### src/rtl/wm_front_panel_if.sv
// wm_front_panel_if: board pins, controller status and panel outputs.
// The board/controller side uses the master modport; the panel uses slave.
interface wm_front_panel_if;
  logic       i_start_raw;
  logic       i_cancel_raw;
  logic       i_coin_raw;
  logic       i_lid_raw;
  logic [2:0] i_mode_raw;
  logic       i_ctl_idle;
  logic       i_ctl_ready;
  logic       i_ctl_soak;
  logic       i_ctl_done;
  logic       i_ctl_coinreturn;
  logic       o_start;
  logic       o_cancel;
  logic       o_coin_n;
  logic       o_lid;
  logic       o_mode_1;
  logic       o_mode_2;
  logic       o_mode_3;
  logic [3:0] o_credit;
  logic       o_refund;
  logic       o_refund_busy;

  modport master (
    output i_start_raw, i_cancel_raw, i_coin_raw, i_lid_raw, i_mode_raw,
    output i_ctl_idle, i_ctl_ready, i_ctl_soak, i_ctl_done, i_ctl_coinreturn,
    input  o_start, o_cancel, o_coin_n, o_lid, o_mode_1, o_mode_2, o_mode_3,
    input  o_credit, o_refund, o_refund_busy
  );

  modport slave (
    input  i_start_raw, i_cancel_raw, i_coin_raw, i_lid_raw, i_mode_raw,
    input  i_ctl_idle, i_ctl_ready, i_ctl_soak, i_ctl_done, i_ctl_coinreturn,
    output o_start, o_cancel, o_coin_n, o_lid, o_mode_1, o_mode_2, o_mode_3,
    output o_credit, o_refund, o_refund_busy
  );
endinterface

### src/rtl/wm_front_panel.sv
// wm_front_panel: synchronises and debounces the panel inputs, produces
// start/cancel pulses, holds the wash mode and manages coin credit/refunds.
// Build option: define WM_PANEL_DEBOUNCE_EN to include the debouncers;
// without it each debounced level is the synchroniser output (fast sim).
module wm_front_panel #(
  parameter int DEBOUNCE_CYCLES = 500000,
  parameter int COIN_PRICE      = 2,
  parameter int REFUND_GAP      = 2500000
) (
  input logic            i_clk,
  input logic            i_rst_n,
  wm_front_panel_if.slave bus
);
  // Input vector order: start, cancel, coin, lid, mode[2:0]
  localparam int NUM_IN = 7;
  localparam logic [NUM_IN-1:0] RST_LEVEL = 7'b000_1_0_0_0; // lid resets open
  localparam int GAP_W = ($clog2(REFUND_GAP + 1) > 0) ? $clog2(REFUND_GAP + 1) : 1;

  typedef enum logic [1:0] {COLLECT, PAID, RUN, REFUND} state_t;

  logic [NUM_IN-1:0] raw;
  logic [NUM_IN-1:0] level;
  logic [2:0]        level_d;
  logic [2:0]        pulse;
  logic [2:0]        valid_mode;
  logic              coin_edge;

  state_t            state_reg, state_next;
  logic [3:0]        credit_reg;
  logic [GAP_W-1:0]  gap_reg;
  logic [2:0]        mode_hold;
  logic              coin_n, busy, refund_fire, fee_take, run_exit;
  logic [2:0]        mode_out;

  assign raw = {bus.i_mode_raw, bus.i_lid_raw, bus.i_coin_raw,
                bus.i_cancel_raw, bus.i_start_raw};

  genvar gi;
  generate
    for (gi = 0; gi < NUM_IN; gi++) begin : g_in
      logic sync1, sync2;

      // two-flop synchroniser for the raw pin
      always_ff @(posedge i_clk or negedge i_rst_n) begin
        if (!i_rst_n) begin
          sync1 <= RST_LEVEL[gi];
          sync2 <= RST_LEVEL[gi];
        end else begin
          sync1 <= raw[gi];
          sync2 <= sync1;
        end
      end

`ifdef WM_PANEL_DEBOUNCE_EN
      localparam int DB_W = (DEBOUNCE_CYCLES > 1) ? $clog2(DEBOUNCE_CYCLES) : 1;
      logic [DB_W-1:0] cnt;
      logic            lvl;

      // flip the level after a long enough run of disagreeing samples
      always_ff @(posedge i_clk or negedge i_rst_n) begin
        if (!i_rst_n) begin
          cnt <= '0;
          lvl <= RST_LEVEL[gi];
        end else if (sync2 == lvl) begin
          cnt <= '0;
        end else if (cnt == DB_W'(DEBOUNCE_CYCLES - 1)) begin
          cnt <= '0;
          lvl <= sync2;
        end else begin
          cnt <= cnt + 1'b1;
        end
      end
      assign level[gi] = lvl;
`else
      assign level[gi] = sync2;
`endif
    end
  endgenerate

  // rising-edge detect on start, cancel and coin levels
  always_ff @(posedge i_clk or negedge i_rst_n) begin
    if (!i_rst_n) begin
      level_d <= 3'b000;
      pulse   <= 3'b000;
    end else begin
      level_d <= level[2:0];
      pulse   <= level[2:0] & ~level_d;
    end
  end

  assign coin_edge = pulse[2];

  // only a single active switch selects a mode
  always_comb begin
    valid_mode = 3'b000;
    case (level[6:4])
      3'b001, 3'b010, 3'b100: valid_mode = level[6:4];
      default:                valid_mode = 3'b000;
    endcase
  end

  // FSM state register
  always_ff @(posedge i_clk or negedge i_rst_n) begin
    if (!i_rst_n) state_reg <= COLLECT;
    else          state_reg <= state_next;
  end

  // FSM next-state logic
  always_comb begin
    state_next = state_reg;
    case (state_reg)
      COLLECT: begin
        if (pulse[1] && credit_reg != 4'd0)         state_next = REFUND;
        else if (credit_reg >= 4'(COIN_PRICE))      state_next = PAID;
      end
      PAID: begin
        if (bus.i_ctl_soak)                         state_next = RUN;
        else if (bus.i_ctl_coinreturn)              state_next = REFUND;
      end
      RUN: begin
        if (bus.i_ctl_done || bus.i_ctl_idle)       state_next = COLLECT;
      end
      REFUND: begin
        if (gap_reg == '0 && credit_reg == 4'd0)    state_next = COLLECT;
      end
      default: state_next = COLLECT;
    endcase
  end

  // FSM outputs and per-state datapath strobes
  always_comb begin
    coin_n      = 1'b1;
    mode_out    = 3'b000;
    busy        = 1'b0;
    refund_fire = 1'b0;
    fee_take    = 1'b0;
    run_exit    = 1'b0;
    case (state_reg)
      PAID: begin
        coin_n   = 1'b0;
        mode_out = valid_mode;
        fee_take = bus.i_ctl_soak;
      end
      RUN: begin
        mode_out = mode_hold;
        run_exit = bus.i_ctl_done || bus.i_ctl_idle;
      end
      REFUND: begin
        busy        = 1'b1;
        refund_fire = (gap_reg == '0) && (credit_reg != 4'd0);
      end
      default: ;
    endcase
  end

  // credit: saturating coin add, fee deduction, refund decrement
  always_ff @(posedge i_clk or negedge i_rst_n) begin
    if (!i_rst_n) begin
      credit_reg <= 4'd0;
    end else if (refund_fire) begin
      // a coin arriving with the refund simply replaces the dispensed one
      if (!coin_edge) credit_reg <= credit_reg - 4'd1;
    end else if (fee_take) begin
      credit_reg <= credit_reg + {3'b000, coin_edge && credit_reg != 4'hF}
                    - 4'(COIN_PRICE);
    end else if (coin_edge && credit_reg != 4'hF) begin
      credit_reg <= credit_reg + 4'd1;
    end
  end

  // idle spacing between refund pulses
  always_ff @(posedge i_clk or negedge i_rst_n) begin
    if (!i_rst_n)               gap_reg <= '0;
    else if (state_reg != REFUND) gap_reg <= '0;
    else if (refund_fire)       gap_reg <= GAP_W'(REFUND_GAP);
    else if (gap_reg != '0)     gap_reg <= gap_reg - 1'b1;
  end

  // mode captured when the wash starts, cleared when it ends
  always_ff @(posedge i_clk or negedge i_rst_n) begin
    if (!i_rst_n)      mode_hold <= 3'b000;
    else if (fee_take) mode_hold <= valid_mode;
    else if (run_exit) mode_hold <= 3'b000;
  end

  assign bus.o_start       = pulse[0];
  assign bus.o_cancel      = pulse[1];
  assign bus.o_lid         = level[3];
  assign bus.o_coin_n      = coin_n;
  assign bus.o_mode_1      = mode_out[0];
  assign bus.o_mode_2      = mode_out[1];
  assign bus.o_mode_3      = mode_out[2];
  assign bus.o_credit      = credit_reg;
  assign bus.o_refund      = refund_fire;
  assign bus.o_refund_busy = busy;
endmodule

### src/flat_wrapper.sv
// flat-port wrapper written by rule: the top's interface ports become plain ports
module wm_front_panel_flat 
#(
  parameter int DEBOUNCE_CYCLES = 500000,
  parameter int COIN_PRICE      = 2,
  parameter int REFUND_GAP      = 2500000
)
  (i_clk, i_rst_n, bus_i_start_raw, bus_i_cancel_raw, bus_i_coin_raw, bus_i_lid_raw, bus_i_mode_raw, bus_i_ctl_idle, bus_i_ctl_ready, bus_i_ctl_soak, bus_i_ctl_done, bus_i_ctl_coinreturn, bus_o_start, bus_o_cancel, bus_o_coin_n, bus_o_lid, bus_o_mode_1, bus_o_mode_2, bus_o_mode_3, bus_o_credit, bus_o_refund, bus_o_refund_busy);
  wm_front_panel_if bus_i ();
  input logic i_clk;
  input logic i_rst_n;
  input wire logic [$bits(bus_i.i_start_raw)-1:0] bus_i_start_raw;
  input wire logic [$bits(bus_i.i_cancel_raw)-1:0] bus_i_cancel_raw;
  input wire logic [$bits(bus_i.i_coin_raw)-1:0] bus_i_coin_raw;
  input wire logic [$bits(bus_i.i_lid_raw)-1:0] bus_i_lid_raw;
  input wire logic [$bits(bus_i.i_mode_raw)-1:0] bus_i_mode_raw;
  input wire logic [$bits(bus_i.i_ctl_idle)-1:0] bus_i_ctl_idle;
  input wire logic [$bits(bus_i.i_ctl_ready)-1:0] bus_i_ctl_ready;
  input wire logic [$bits(bus_i.i_ctl_soak)-1:0] bus_i_ctl_soak;
  input wire logic [$bits(bus_i.i_ctl_done)-1:0] bus_i_ctl_done;
  input wire logic [$bits(bus_i.i_ctl_coinreturn)-1:0] bus_i_ctl_coinreturn;
  output wire logic [$bits(bus_i.o_start)-1:0] bus_o_start;
  output wire logic [$bits(bus_i.o_cancel)-1:0] bus_o_cancel;
  output wire logic [$bits(bus_i.o_coin_n)-1:0] bus_o_coin_n;
  output wire logic [$bits(bus_i.o_lid)-1:0] bus_o_lid;
  output wire logic [$bits(bus_i.o_mode_1)-1:0] bus_o_mode_1;
  output wire logic [$bits(bus_i.o_mode_2)-1:0] bus_o_mode_2;
  output wire logic [$bits(bus_i.o_mode_3)-1:0] bus_o_mode_3;
  output wire logic [$bits(bus_i.o_credit)-1:0] bus_o_credit;
  output wire logic [$bits(bus_i.o_refund)-1:0] bus_o_refund;
  output wire logic [$bits(bus_i.o_refund_busy)-1:0] bus_o_refund_busy;
  assign bus_i.i_start_raw = bus_i_start_raw;
  assign bus_i.i_cancel_raw = bus_i_cancel_raw;
  assign bus_i.i_coin_raw = bus_i_coin_raw;
  assign bus_i.i_lid_raw = bus_i_lid_raw;
  assign bus_i.i_mode_raw = bus_i_mode_raw;
  assign bus_i.i_ctl_idle = bus_i_ctl_idle;
  assign bus_i.i_ctl_ready = bus_i_ctl_ready;
  assign bus_i.i_ctl_soak = bus_i_ctl_soak;
  assign bus_i.i_ctl_done = bus_i_ctl_done;
  assign bus_i.i_ctl_coinreturn = bus_i_ctl_coinreturn;
  assign bus_o_start = bus_i.o_start;
  assign bus_o_cancel = bus_i.o_cancel;
  assign bus_o_coin_n = bus_i.o_coin_n;
  assign bus_o_lid = bus_i.o_lid;
  assign bus_o_mode_1 = bus_i.o_mode_1;
  assign bus_o_mode_2 = bus_i.o_mode_2;
  assign bus_o_mode_3 = bus_i.o_mode_3;
  assign bus_o_credit = bus_i.o_credit;
  assign bus_o_refund = bus_i.o_refund;
  assign bus_o_refund_busy = bus_i.o_refund_busy;
  wm_front_panel #(.DEBOUNCE_CYCLES(DEBOUNCE_CYCLES), .COIN_PRICE(COIN_PRICE), .REFUND_GAP(REFUND_GAP)) u_core (.i_clk(i_clk), .i_rst_n(i_rst_n), .bus(bus_i));
endmodule
### config.mk
export PLATFORM = sky130hd
export DESIGN_NAME = wm_front_panel_flat
export DESIGN_NICKNAME = d
export VERILOG_FILES = /design/src/rtl/wm_front_panel_if.sv /design/src/rtl/wm_front_panel.sv /design/src/flat_wrapper.sv
export SDC_FILE = /design/constraint.sdc
export NUM_CORES = 1
export LEC_CHECK = 0
export BUFFER_PORTS_ARGS = -buffer_cell sky130_fd_sc_hd__buf_4
export CAP_MARGIN = 40
export CELL_PAD_IN_SITES_DETAIL_PLACEMENT = 0
export CELL_PAD_IN_SITES_GLOBAL_PLACEMENT = 1
export CORE_UTILIZATION = 40
export CTS_BUF_LIST = sky130_fd_sc_hd__clkbuf_16
export DETAILED_ROUTE_END_ITERATION = 8
export PLACE_DENSITY_LB_ADDON = 0.12
export SKIP_LAST_GASP = 1
export SYNTH_ARGS = -nofsm -noshare
export SYNTH_HDL_FRONTEND = slang
export SYNTH_SLANG_ARGS = --single-unit
### constraint.sdc
create_clock -name i_clk -period 2.7 [get_ports i_clk]
set_input_delay 0.54 -clock i_clk [delete_from_list [all_inputs] [get_ports i_clk]]
set_output_delay 0.54 -clock i_clk [all_outputs]
set_load 0.1 [all_outputs]
==> results of run 1 <==
==> timing repair <==
item | CTS | global route
setup endpoints to repair | 1 | 1
gates resized for setup | 1 | 1
buffers inserted | 0 | 0
==> cells in the mapped netlist (2+ instances only) <==
| cell | number | area, um^2 |
|---|---|---|
| or3_1 | 6 | 37.5 |
| ha_1 | 11 | 138 |
| nor4_1 | 4 | 25.0 |
| nand4b_1 | 4 | 35.0 |
| nand3b_1 | 2 | 15.0 |
| mux2_1 | 3 | 33.8 |
| nor3_1 | 8 | 40.0 |
| mux2i_1 | 2 | 20.0 |
| and3_1 | 4 | 25.0 |
| xor2_1 | 4 | 35.0 |
| a22oi_1 | 5 | 37.5 |
| dfstp_2 | 2 | 52.6 |
| a22o_1 | 3 | 26.3 |
| nor4_4 | 2 | 42.5 |
| nand3_1 | 8 | 40.0 |
| o311a_1 | 3 | 30.0 |
| nor2_1 | 24 | 90.1 |
| and2_1 | 3 | 18.8 |
| nand4_1 | 4 | 25.0 |
| nor3b_1 | 4 | 30.0 |
| clkbuf_1 | 7 | 26.3 |
| o21ai_0 | 6 | 30.0 |
| nand3_2 | 2 | 20.0 |
| nand2_1 | 14 | 52.6 |
| nor2b_1 | 9 | 56.3 |
| a211oi_1 | 2 | 15.0 |
| inv_1 | 10 | 37.5 |
| xnor2_1 | 4 | 35.0 |
| buf_2 | 2 | 10.0 |
| buf_6 | 2 | 22.5 |
| o31ai_1 | 2 | 15.0 |
| a31oi_1 | 2 | 12.5 |
| nand2b_1 | 2 | 12.5 |
| dfrtp_1 | 49 | 1230 |
| a21oi_1 | 10 | 50.1 |
==> metal layers <==
| layer | routed length [um] | part of all wire (%) | track usage, % | vias up |
|---|---|---|---|---|
| li1 | - | - | - | 959 |
| met3 | 151 | 2.8 | 3.78 | 9 |
| met4 | 104 | 1.9 | 7.05 | 0 |
| met2 | 2460 | 45 | 26.5 | 29 |
| met1 | 2720 | 50 | 23.2 | 940 |
| met5 | 0 | 0 | 0 | - |
==> path summary, 6_finish.rpt <==
| check | from | end | slack [ps] |
|---|---|---|---|
| max in group asynchronous | i_rst_n | u_core.bus.o_credit[0]$_DFFE_PN0P_ | 1950 |
| setup / recovery | u_core.gap_reg[8]$_DFFE_PN0P_ | bus_o_refund | 140 |
| hold / removal | i_rst_n | u_core.bus.o_credit[1]$_DFFE_PN0P_ | 270 |
| setup reg to reg | u_core.bus.o_credit[0]$_DFFE_PN0P_ | u_core.state_reg[0]$_DFFE_PN0P_ | 350 |
| hold reg to reg | u_core.g_in[4].sync1$_DFF_PN0_ | u_core.g_in[4].sync2$_DFF_PN0_ | 350 |
| min in group i_clk | bus_i_lid_raw | u_core.g_in[3].sync1$_DFF_PN1_ | 350 |
==> layout make-up <==
type | instances | area share (%)
inverter | 10 | 1.21
tap | 77 | 3.10
clock inverter | 3 | 0.927
clock buffer | 5 | 4.03
timing repair buffer | 34 | 8.35
sequential | 51 | 41.5
multi-input combinational | 177 | 40.9
==> through the flow <==
stage / TNS [ps] / std cells / worst slack [ps]
after floorplan: -31.8 / 249 / -11.9
after global placement: 0 / 349 / 320
after detailed placement: 0 / 349 / 328
after CTS: 0 / 357 / 66.8
after global routing: 0 / 357 / 0.278
final: 0 / 357 / 143
==> critical path: cells and delay by family (launching register included) <==
family / cells / cell delay (ps)
buffers and inverters: 1 / 240
flip-flops: 1 / 430
AND/OR/NAND/NOR: 3 / 1050
==> cell families (layout without fill, tap and decap cells) <==
logic type,Yosys count,count (layout),synth area share [%]
compound gates,45,45,12.9
xor+xnor,8,8,2.67
fa+ha+maj,11,11,5.24
buf+inv,21,52,3.67
flops,51,51,48.7
mux,5,5,2.05
simple gates,108,108,24.8
==> impl_metrics.json, run 1 <==
{
  "status": "complete, no violations",
  "rr_worst_depth": 7,
  "setup_viol": 0,
  "syn_inst": 249,
  "track_usage_pct": 17.1,
  "ys_warn_count": 0,
  "gp_congestion": 0.770,
  "slowest_stage": "dfrtp_1",
  "ys_ff_latch": 51,
  "numClockSinks": 51,
  "cp-start-kind": "flop",
  "dieWidth_um": 83.0,
  "fin_util_pct": 48.9,
  "critical_path_arrival_ps": 2020,
  "fmax_mhz": 391,
  "finalCritPeriodShare_pct": 94.7,
  "syn2layout_area_growth_pct": 18.2,
  "die_area_mm2": 0.00689,
  "synth_edf_count": 0,
  "post_dp_cell_area_mm2": 0.00294,
  "grt_pass1_wl_um": 9270,
  "overflow": 0,
  "vias": 1937,
  "numPortBuffers": 25,
  "path_cells": "nor4_1, and4b_1, and4_1, buf_6",
  "largest_register_ffs": 22,
  "syn_nets": 274,
  "cts_max_path_buffers": 2,
  "tightest_slew_ps": 650,
  "async_flop_share_pct": 100,
  "clk_latency_ps": 290,
  "antennaDiodeCount": 0,
  "holdCritPathClass": "input pin to asynchronous set/reset pin",
  "fill_cells": 593,
  "clock-root-buffer": "clkbuf_16",
  "grt_max_degree": 52,
  "slew_violations": 0,
  "core_area_mm2": 0.00635,
  "fin_area_mm2": 0.00310,
  "drt_iter0_drc": 60,
  "wl_per_cell_um": 15.2,
  "grt_pass1_vias": 1924,
  "drtPass1Iterations": 4,
  "cp.required_ps": 2160,
  "maxCapViolCount": 0,
  "clock_skew_ps": 6.32,
  "syn_avg_cell_area_um2": 10.5,
  "cp-end-kind": "output port",
  "initial_core_util_pct": 41.4,
  "cts.reportedPaths.clkPinSlew_ps": 70,
  "via_per_inst": 5.43,
  "drive_gt1_share_pct": 21.8,
  "postRouteAntennaNets": 0,
  "multiInputGateArea_mm2": 0.00127,
  "yosysUniqueCellTypes": 55,
  "rows": 29,
  "slew_headroom_pct": 56.6,
  "hold_ws_ps": 269,
  "seqCellArea_mm2": 0.00129,
  "ios": 27,
  "cts_max_level": 2,
  "drc": 0,
  "layout_commonest_cell": "dfrtp_1",
  "synth_top_flop_cell": "dfrtp_1",
  "rsz0062_at_grt": "no",
  "critPathMaxStageDelay_ps": 430,
  "hold_violations": 0,
  "critPathKind": "flop to output port",
  "cts_buffers": 5,
  "fp.dieH_um": 83.0,
  "cts_tree": "done",
  "synth_area_mm2": 0.00263,
  "hold_buffers": 0,
  "final_nets": 304,
  "drt_wl_total_um": 5430,
  "hpwl_um": 3800,
  "seq_area_frac_synth_pct": 48.7,
  "antenna_found_initial": 0,
  "final_cell_mix": "dfrtp_1 (46), buf_4 (33), nor2_1 (24), nand2_1 (14)",
  "worst-path-max-fanout": 6,
  "period_minus_slack_ps": 2560
}
Power of run 1 is not shown: default switching activity piles up to over one toggle a cycle in this logic, so the estimate is an artifact.
==> inputs of run 2 (changes only) <==
--- a/config.mk
+++ b/config.mk
@@ -5,12 +5,14 @@
 export SDC_FILE = /design/constraint.sdc
 export NUM_CORES = 1
 export LEC_CHECK = 0
+export ABC_AREA = 1
 export BUFFER_PORTS_ARGS = -buffer_cell sky130_fd_sc_hd__buf_4
 export CAP_MARGIN = 40
 export CELL_PAD_IN_SITES_DETAIL_PLACEMENT = 0
 export CELL_PAD_IN_SITES_GLOBAL_PLACEMENT = 1
-export CORE_UTILIZATION = 40
+export CORE_UTILIZATION = 44
 export CTS_BUF_LIST = sky130_fd_sc_hd__clkbuf_16
+export CTS_CLUSTER_DIAMETER = 40
 export DETAILED_ROUTE_END_ITERATION = 8
 export PLACE_DENSITY_LB_ADDON = 0.12
 export SKIP_LAST_GASP = 1
==> impl_metrics.json, run 2 <==
{
  "wl_per_cell_um": 12.6,
  "seq_area_frac_synth_pct": 46.1,
  "slowest_stage": "dfrtp_1",
  "setup_viol": 0,
  "synth_top_flop_cell": "dfrtp_1",
  "final_cell_mix": "nand2_1 (72), nor2_1 (49), dfrtp_1 (47), inv_1 (42), buf_4 (26)",
  "core_area_mm2": 0.00599,
  "vias": 2206,
  "rows": 28,
  "grt_pass1_vias": 2038,
  "yosysUniqueCellTypes": 37,
  "largest_register_ffs": 22,
  "slew_violations": 0,
  "synth_most_common_cell": "nand2_1",
  "holdCritPathClass": "input pin to asynchronous set/reset pin",
  "finalCritPeriodShare_pct": 87.1,
  "grt_max_degree": 52,
  "synth.area.top_cells": "dfrtp_1 (44%), nand2_1 (9.7%), nor2_1 (6.6%)",
  "cp-end-kind": "output port",
  "clock_skew_ps": 8.71,
  "numClockSinks": 51,
  "numPortBuffers": 25,
  "status": "complete, no violations",
  "worst-path-max-fanout": 4,
  "synth_top_area_cell": "dfrtp_1",
  "syn_inst": 340,
  "syn_nets": 365,
  "period_minus_slack_ps": 2350,
  "post_dp_cell_area_mm2": 0.00307,
  "synth_area_mm2": 0.00277,
  "final_nets": 392,
  "antenna_found_initial": 0,
  "slew_headroom_pct": 57.6,
  "ys_warn_count": 0,
  "die_area_mm2": 0.00663,
  "cts_buffers": 5,
  "setup_tns_ps": 0,
  "ys_ff_latch": 51,
  "drt_iter0_drc": 98,
  "syn_avg_cell_area_um2": 8.16,
  "drt_wl_total_um": 5590,
  "tightest_slew_ps": 637,
  "synth_common_cells": "nand2_1 (72), dfrtp_1 (49), nor2_1 (49), inv_1 (42), nand3_1 (20)",
  "initial_core_util_pct": 46.3,
  "placed_cells": 435,
  "overflow": 0,
  "grt_pass1_wl_um": 9540,
  "critPathKind": "flop to output port",
  "path_buf_inv": 1,
  "drtPass1Iterations": 4,
  "clk_latency_ps": 290,
  "critPathMaxStageDelay_ps": 410,
  "fmax_mhz": 425,
  "layout_commonest_cell": "nand2_1",
  "cp-start-kind": "flop",
  "cts_max_path_buffers": 2,
  "ios": 27,
  "postRouteAntennaNets": 0,
  "rsz0062_at_grt": "no",
  "drc": 0,
  "drive_gt1_share_pct": 17.9,
  "hold_violations": 0,
  "via_per_inst": 4.98,
  "maxCapViolCount": 0,
  "gp_congestion": 0.811,
  "fin_util_pct": 54.0,
  "syn2layout_area_growth_pct": 16.6,
  "hold_buffers": 0,
  "fin_cells": 443,
  "dieWidth_um": 81.4,
  "cts_max_level": 2,
  "cts.reportedPaths.clkPinSlew_ps": 70,
  "async_flop_share_pct": 100,
  "cts_tree": "done",
  "antennaDiodeCount": 0,
  "track_usage_pct": 19.1,
  "cp_top_family": "simple AND/OR/NAND/NOR gates",
  "cp.required_ps": 2160,
  "fp.dieH_um": 81.4,
  "synth_edf_count": 0,
  "hpwl_um": 4040,
  "postCtsSetupBuffers": 0,
  "fin_area_mm2": 0.00324,
  "postCtsResizedCells": 0,
  "clock-root-buffer": "clkbuf_16",
  "critical_path_arrival_ps": 1810,
  "path_cells": "nor2_2, nand2_2, nor2_1, nand3_1, nor3_4, buf_4",
  "synthDominantCellAreaShare_pct": 44.2
}
## run 2: cells by family (layout without fill, tap and decap cells)
| family | after synthesis | after routing | synth area share [%] |
|---|---|---|---|
| and+or+nand+nor | 186 | 186 | 31.2 |
| DFF | 51 | 51 | 46.1 |
| buffers and inverters | 49 | 77 | 7.04 |
| AOI/OAI and AO/OA | 30 | 30 | 6.63 |
| xor gates and xnor gates | 13 | 13 | 4.10 |
| adders and majority gates | 11 | 11 | 4.96 |
## run 2: area by class of cell
cell class | count | area (um^2)
clock inverters | 3 | 43.8
clock buffers | 5 | 125
multi-input cells | 240 | 1340
inverters | 43 | 161
fillers | 561 | 2760
well taps | 75 | 93.8
repair buffers | 26 | 195
flip-flops and latches | 51 | 1280
## run 2: metal layers
metal | vias up | part of all wire, % | routed length [um] | global-route usage, %
li1 | 1148 | - | - | -
met3 | 6 | 2.6 | 148 | 3.37
met1 | 1018 | 52 | 2910 | 27.4
met2 | 34 | 44 | 2460 | 28.7
met4 | 0 | 1.3 | 72 | 6.25
met5 | - | 0 | 0 | 0
## run 2: worst paths after layout
| kind | start | end | slack [ps] | cells past startpoint |
|---|---|---|---|---|
| min | i_rst_n | u_core.gap_reg[15]$_DFFE_PN0P_ | 270 | 1 |
| max reg2reg | u_core.bus.o_credit[0]$_DFFE_PN0P_ | u_core.bus.o_credit[1]$_DFFE_PN0P_ | 600 | 10 |
| min in group i_clk | u_core.g_in[0].sync1$_DFF_PN0_ | u_core.g_in[0].sync2$_DFF_PN0_ | 350 | 0 |
| max in group asynchronous | i_rst_n | u_core.bus.o_credit[0]$_DFFE_PN0P_ | 1980 | 1 |
| max | u_core.gap_reg[8]$_DFFE_PN0P_ | bus_o_refund | 350 | 6 |
| min reg2reg | u_core.g_in[0].sync1$_DFF_PN0_ | u_core.g_in[0].sync2$_DFF_PN0_ | 350 | 0 |
## run 2: worst reg2reg max path, stage by stage (launching register included)
cell,delay [ps]
dfrtp_2,460
inv_1,140
ha_1,200
inv_1,50
nor3_2,320
inv_2,180
nand3_2,260
nand2_1,200
nand2_2,130
nand2_1,60
nand2_1,50
## run 2: stage by stage
step | hold slack [ps] | setup slack [ps]
floorplan | 244 | -63.7
detailed placement | 340 | 600
CTS | 299 | 346
finish | 270 | 350
global placement | 333 | 607
global route | 336 | 155
Power of run 2 is left out for the same reason.
==> inputs of run 3 (changes only) <==
--- a/config.mk
+++ b/config.mk
@@ -7,10 +7,10 @@
 export LEC_CHECK = 0
 export ABC_AREA = 1
 export BUFFER_PORTS_ARGS = -buffer_cell sky130_fd_sc_hd__buf_4
-export CAP_MARGIN = 40
 export CELL_PAD_IN_SITES_DETAIL_PLACEMENT = 0
 export CELL_PAD_IN_SITES_GLOBAL_PLACEMENT = 1
-export CORE_UTILIZATION = 44
+export CORE_ASPECT_RATIO = 2
+export CORE_UTILIZATION = 47
 export CTS_BUF_LIST = sky130_fd_sc_hd__clkbuf_16
 export CTS_CLUSTER_DIAMETER = 40
 export DETAILED_ROUTE_END_ITERATION = 8
==> constraint.sdc (replaced) <==
create_clock -name i_clk -period 3.03 [get_ports i_clk]
set_input_delay 0.606 -clock i_clk [delete_from_list [all_inputs] [get_ports i_clk]]
set_output_delay 0.606 -clock i_clk [all_outputs]
set_load 0.1 [all_outputs]
==> impl_metrics.json, run 3 (synthesis gave the netlist of run 2 again) <==
{
  "rsz0062_at_grt": "no",
  "largest_register_ffs": 22,
  "cts_max_path_buffers": 2,
  "slew_violations": 0,
  "numClockSinks": 51,
  "gp_congestion": 0.854,
  "drc": 0,
  "clock-root-buffer": "clkbuf_16",
  "fmax_mhz": 409,
  "hpwl_um": 4480,
  "cts_max_level": 2,
  "holdCritPathClass": "input pin to asynchronous set/reset pin",
  "grt_max_degree": 52,
  "dp_worst_setup_slack_ps": 791,
  "vias": 2229,
  "postRouteAntennaNets": 0,
  "cts_buffers": 5,
  "hold_violations": 0,
  "critical_path_arrival_ps": 1840,
  "postCtsResizedCells": 0,
  "numPortBuffers": 25,
  "worst-path-max-fanout": 19,
  "cts.reportedPaths.clkPinSlew_ps": 70,
  "drt_iter0_drc": 77,
  "grt_pass1_vias": 2236,
  "setup_viol": 0,
  "grt_pass1_wl_um": 10200,
  "maxCapViolCount": 0,
  "track_usage_pct": 21.4,
  "via_per_inst": 5.21,
  "cp.required_ps": 2420,
  "rr_worst_depth": 10,
  "wl_per_cell_um": 14.0,
  "ios": 27,
  "overflow": 0,
  "cp-end-kind": "output port",
  "core_area_mm2": 0.00571,
  "final_nets": 391,
  "clk_latency_ps": 290,
  "drtPass1Iterations": 4,
  "period_minus_slack_ps": 2450,
  "antenna_found_initial": 0,
  "status": "complete, no violations",
  "antennaDiodeCount": 0,
  "finalCritPeriodShare_pct": 80.7,
  "fp.dieH_um": 111,
  "setup_tns_ps": 0,
  "hold_buffers": 0,
  "layout_setup_ws_ps": 584,
  "rows": 39,
  "initial_core_util_pct": 48.6,
  "dieWidth_um": 56.3,
  "slew_headroom_pct": 57.6,
  "layout_commonest_cell": "nand2_1",
  "clock_skew_ps": 7.71,
  "drive_gt1_share_pct": 16.6,
  "drt_wl_total_um": 6010,
  "critPathKind": "flop to output port",
  "cts_tree": "done",
  "die_area_mm2": 0.00623,
  "postCtsSetupBuffers": 0,
  "final_cell_mix": "nand2_1 (72), nor2_1 (49), dfrtp_1 (48), inv_1 (42), buf_4 (25)",
  "tightest_slew_ps": 636,
  "cp-start-kind": "flop",
  "syn2layout_area_growth_pct": 14.2
}
==> run 3: cell count changes in the layout (fill, tap and decap cells not counted), sizes merged <==
cell,delta
bufinv,-1
inv,+1
buf,-1
==> run 3: final cells by class <==
class / count / area [um^2]
Sequential cell: 51 / 1280
Inverter: 43 / 161
Timing Repair Buffer: 25 / 188
Tap cell: 61 / 76.3
Multi-Input combinational cell: 240 / 1310
Clock buffer: 5 / 125
Fill cell: 571 / 2540
Clock inverter: 3 / 22.5
==> run 3: layer usage <==
metal / vias to the layer above / GRT usage [%] / wire length (um)
met1: 1035 / 22.3 / 2260
met5: - / 0 / 0
li1: 1143 / - / -
met4: 0 / 11.5 / 247
met2: 36 / 39.5 / 3360
met3: 15 / 3.16 / 141
==> run 3: worst paths after layout <==
| check | start | to | slack [ps] |
|---|---|---|---|
| worst min register to register | u_core.g_in[0].sync1$_DFF_PN0_ | u_core.g_in[0].sync2$_DFF_PN0_ | 350 |
| worst max-delay path | u_core.state_reg[1]$_DFFE_PN0P_ | bus_o_refund | 580 |
| min in group i_clk | u_core.g_in[0].sync1$_DFF_PN0_ | u_core.g_in[0].sync2$_DFF_PN0_ | 350 |
| worst min-delay path | i_rst_n | u_core.mode_hold[0]$_DFFE_PN0P_ | 330 |
| worst max register to register | u_core.bus.o_credit[1]$_DFFE_PN0P_ | u_core.bus.o_credit[0]$_DFFE_PN0P_ | 790 |
| max in group asynchronous | i_rst_n | u_core.bus.o_credit[0]$_DFFE_PN0P_ | 2230 |
==> run 3: through the flow <==
step,instances,hold WS [ps],utilization [%],area (um^2)
2_1_floorplan,340,310,-,2790
3_3_place_gp,420,332,52.9,3020
3_5_place_dp,420,336,52.9,3020
4_1_cts,428,352,55.5,3170
5_1_grt,428,356,55.5,3170
6_report,428,327,55.5,3170
==> run 3: worst max-delay path, stage by stage, from the launching register on <==
cell and delay (ps):
dfrtp_1 410, ha_2 500, inv_1 140, nor3_4 180, buf_4 310
Power of run 3 is left out for the same reason.
